[config.mk]
export PLATFORM = sky130hd
export DESIGN_NAME = lsb_prio_enc
export DESIGN_NICKNAME = d
export VERILOG_FILES = /design/src/rtl/lsb_prio_enc.sv
export SDC_FILE = /design/constraint.sdc
export NUM_CORES = 1
export LEC_CHECK = 0
export BUFFER_PORTS_ARGS = -buffer_cell sky130_fd_sc_hd__buf_2
export CAP_MARGIN = 0
export CORE_AREA = 2 2 39 41
export DETAILED_ROUTE_END_ITERATION = 12
export DIE_AREA = 0 0 41 43
export PLACE_DENSITY = 0.33
export SLEW_MARGIN = 20
export SYNTH_ARGS = -nofsm -noshare
export SYNTH_HDL_FRONTEND = slang
export SYNTH_SLANG_ARGS = --single-unit
[constraint.sdc]
create_clock -name vclk -period 0.8
set_input_delay 0.16 -clock vclk [all_inputs]
set_output_delay 0.16 -clock vclk [all_outputs]
set_load 0.1 [all_outputs]
[src/rtl/lsb_prio_enc.sv]
// Priority encoder: index of the lowest set bit of mask_i, purely combinational.
// vld_o is low (and idx_o is 0) when no bit is set.
module lsb_prio_enc #(
    parameter int W  = 8,
    parameter int IW = 3
) (
    input  logic [W-1:0]  mask_i,
    output logic [IW-1:0] idx_o,
    output logic          vld_o
);

    // Scanning from the top down lets the lowest set bit win.
    always_comb begin
        idx_o = '0;
        vld_o = 1'b0;
        for (int i = W - 1; i >= 0; i--) begin
            if (mask_i[i]) begin
                idx_o = IW'(i);
                vld_o = 1'b1;
            end
        end
    end

endmodule

==> results.yml <==
outcome:
  status: "finished, violations left"
  violations: "negative setup slack"
pwr:
  max-vdd-ir-drop_uv: 308
  power_density_nw_per_um2: 642
  p_leak_nw: 0.159
  report.power.total_mw: 0.260
drt:
  vias_per_cell: 3.83
  wl_per_cell_um: 10.7
  vias: 184
  drc: 0
  drt_iter0_markers: 0
  drt-pass1-iter-count: 1
  ant_nets: 0
  finalWirelength_um: 514
setup_path:
  crit_type: "in2out"
  critPathMaxFanout: 2
  crit_buf_inv: 3
  cp_slowest_cell: "o41ai_4"
  path_cells: "buf_8, buf_6, a21oi_4, o41ai_4, buf_12"
  cp_top_family: "compound AO/OA/AOI/OAI gates"
  cp-end-kind: "output port"
  startpoint_type: "input pin"
  cpPeakStageDelay_ps: 360
  cp.required_ps: 640
  crit_arrival_ps: 980
placed_design:
  port_buffers: 12
  place_congestion: 0.620
  placed_area_sq_um: 295
  dp_cells: 47
sta:
  setup_viol: 4
  worst_pin_slew_ps: 338
  rsz0062_at_grt: "true"
  setup_tns_ps: -1180
  hold_violations: 0
  timing.hold.ws_ps: 670
  setup_slack_ps: -339
  max_freq_ghz: 0.878
  layout_min_cycle_time_ps: 1140
  layout_worst_path_cycle_share_pct: 142
  maxSlewHeadroom_pct: 77.4
  drv_slew: 0
logic_synthesis:
  syn_inst: 13
  syn_nets: 21
  yosysSeqAreaShare_pct: 0
  ys_types: 11
  yosys_warnings: 0
  syn_area_sq_um: 80.1
  syn_area_per_cell_sq_um: 6.16
min_path:
  whs_endpoint: "idx_o[0]"
  hold_path_class: "in2out"
  hold_depth: 3
  min_from: "mask_i[2]"
cells_and_area:
  layout_common_cells: "buf_4 (5), buf_8 (4), buf_6 (4), buf_2 (3), buf_12 (3)"
  final_cells: 48
  layout_commonest_cell: "buf_4"
  seq_cell_count: 0
  finalInstanceArea_sq_um: 405
  nets: 42
  diodes: 0
  seq_area_sq_um: 0
  clkbuf_count: 0
  syn_to_final_growth_pct: 406
  drive_above_1_share_pct: 87.5
floorplan:
  dieArea_sq_um: 1760
  io_pins: 12
  start_util_pct: 5.79
  core_sq_um: 1380
  die-width_um: 41
  rows: 14
  die_h_um: 43
global_routing:
  antenna_found_initial: 0
  grt.total_usage_pct: 5.50
  grt_overflow: 0
  grt_first_pass_wirelength_um: 696
  grt_pass1_vias: 171
  grt_start_max_net_pins: 5
run:
  max_cap_viol_count: 0
## worst max path at each step
stage | to | startpoint | cells past startpoint
finish | idx_o[0] | mask_i[7] | 5
global route | idx_o[1] | mask_i[5] | 6
CTS | idx_o[1] | mask_i[5] | 6
detailed placement | idx_o[2] | mask_i[5] | 5
global placement | vld_o | mask_i[5] | 4
floorplan | idx_o[0] | mask_i[6] | 3
## synthesized netlist by cell type
library cell | count | share of area (%)
nor4_2 | 1 | 16
inv_1 | 1 | 4.7
nand2_1 | 1 | 4.7
a211oi_1 | 1 | 9.4
o41ai_1 | 1 | 11
nor4_1 | 1 | 7.8
nor2_1 | 2 | 9.4
nor2b_1 | 2 | 16
o21ai_0 | 1 | 6.2
o21bai_1 | 1 | 9.4
a21oi_1 | 1 | 6.2
## worst min-delay path, cell delays in order
cell     delay [ps]
buf_8            90
o41ai_4          90
buf_12          160
## report_power, final
group / switching (mW) / internal, mW / leakage (nW)
registers: 0 / 0 / 0
logic: 0.139 / 0.122 / 0.159
clock network: 0 / 0 / 0
total: 0.139 / 0.122 / 0.159
## through the flow
step	util, %	setup WS [ps]
final	29.3	-339
after global routing	29.3	-369
after CTS	24.1	-361
after detailed placement	21.3	-421
after global placement	21.3	-413
after floorplan	-	-696
## cell families after synthesis
| logic type | Yosys count | synth area share [%] |
|---|---|---|
| and+or+nand+nor | 7 | 53.1 |
| AOI/OAI and AO/OA | 5 | 42.2 |
| buffers and inverters | 1 | 4.68 |
## metal layers
metal | vias to the layer above | wire length, um | global-route usage [%]
li1 | 89 | - | -
met1 | 83 | 198 | 8.25
met2 | 12 | 246 | 8.44
met3 | 0 | 70 | 1.05
met4 | 0 | 0 | 0
met5 | - | 0 | 0
## final cells by class
class | count | area [sq um]
inverter | 1 | 6.26
multi-input combinational | 12 | 161
fill | 151 | 978
timing repair buffer | 19 | 218
tap | 16 | 20.0
## what timing repair did
item                                    CTS  global route
gates resized for setup                   8            18
endpoints found under the setup margin    4             4
hold buffers                              0             0
setup buffers                             0             1
pin swaps                                 2             3
Note: power is estimated with default switching activity, not from simulation.
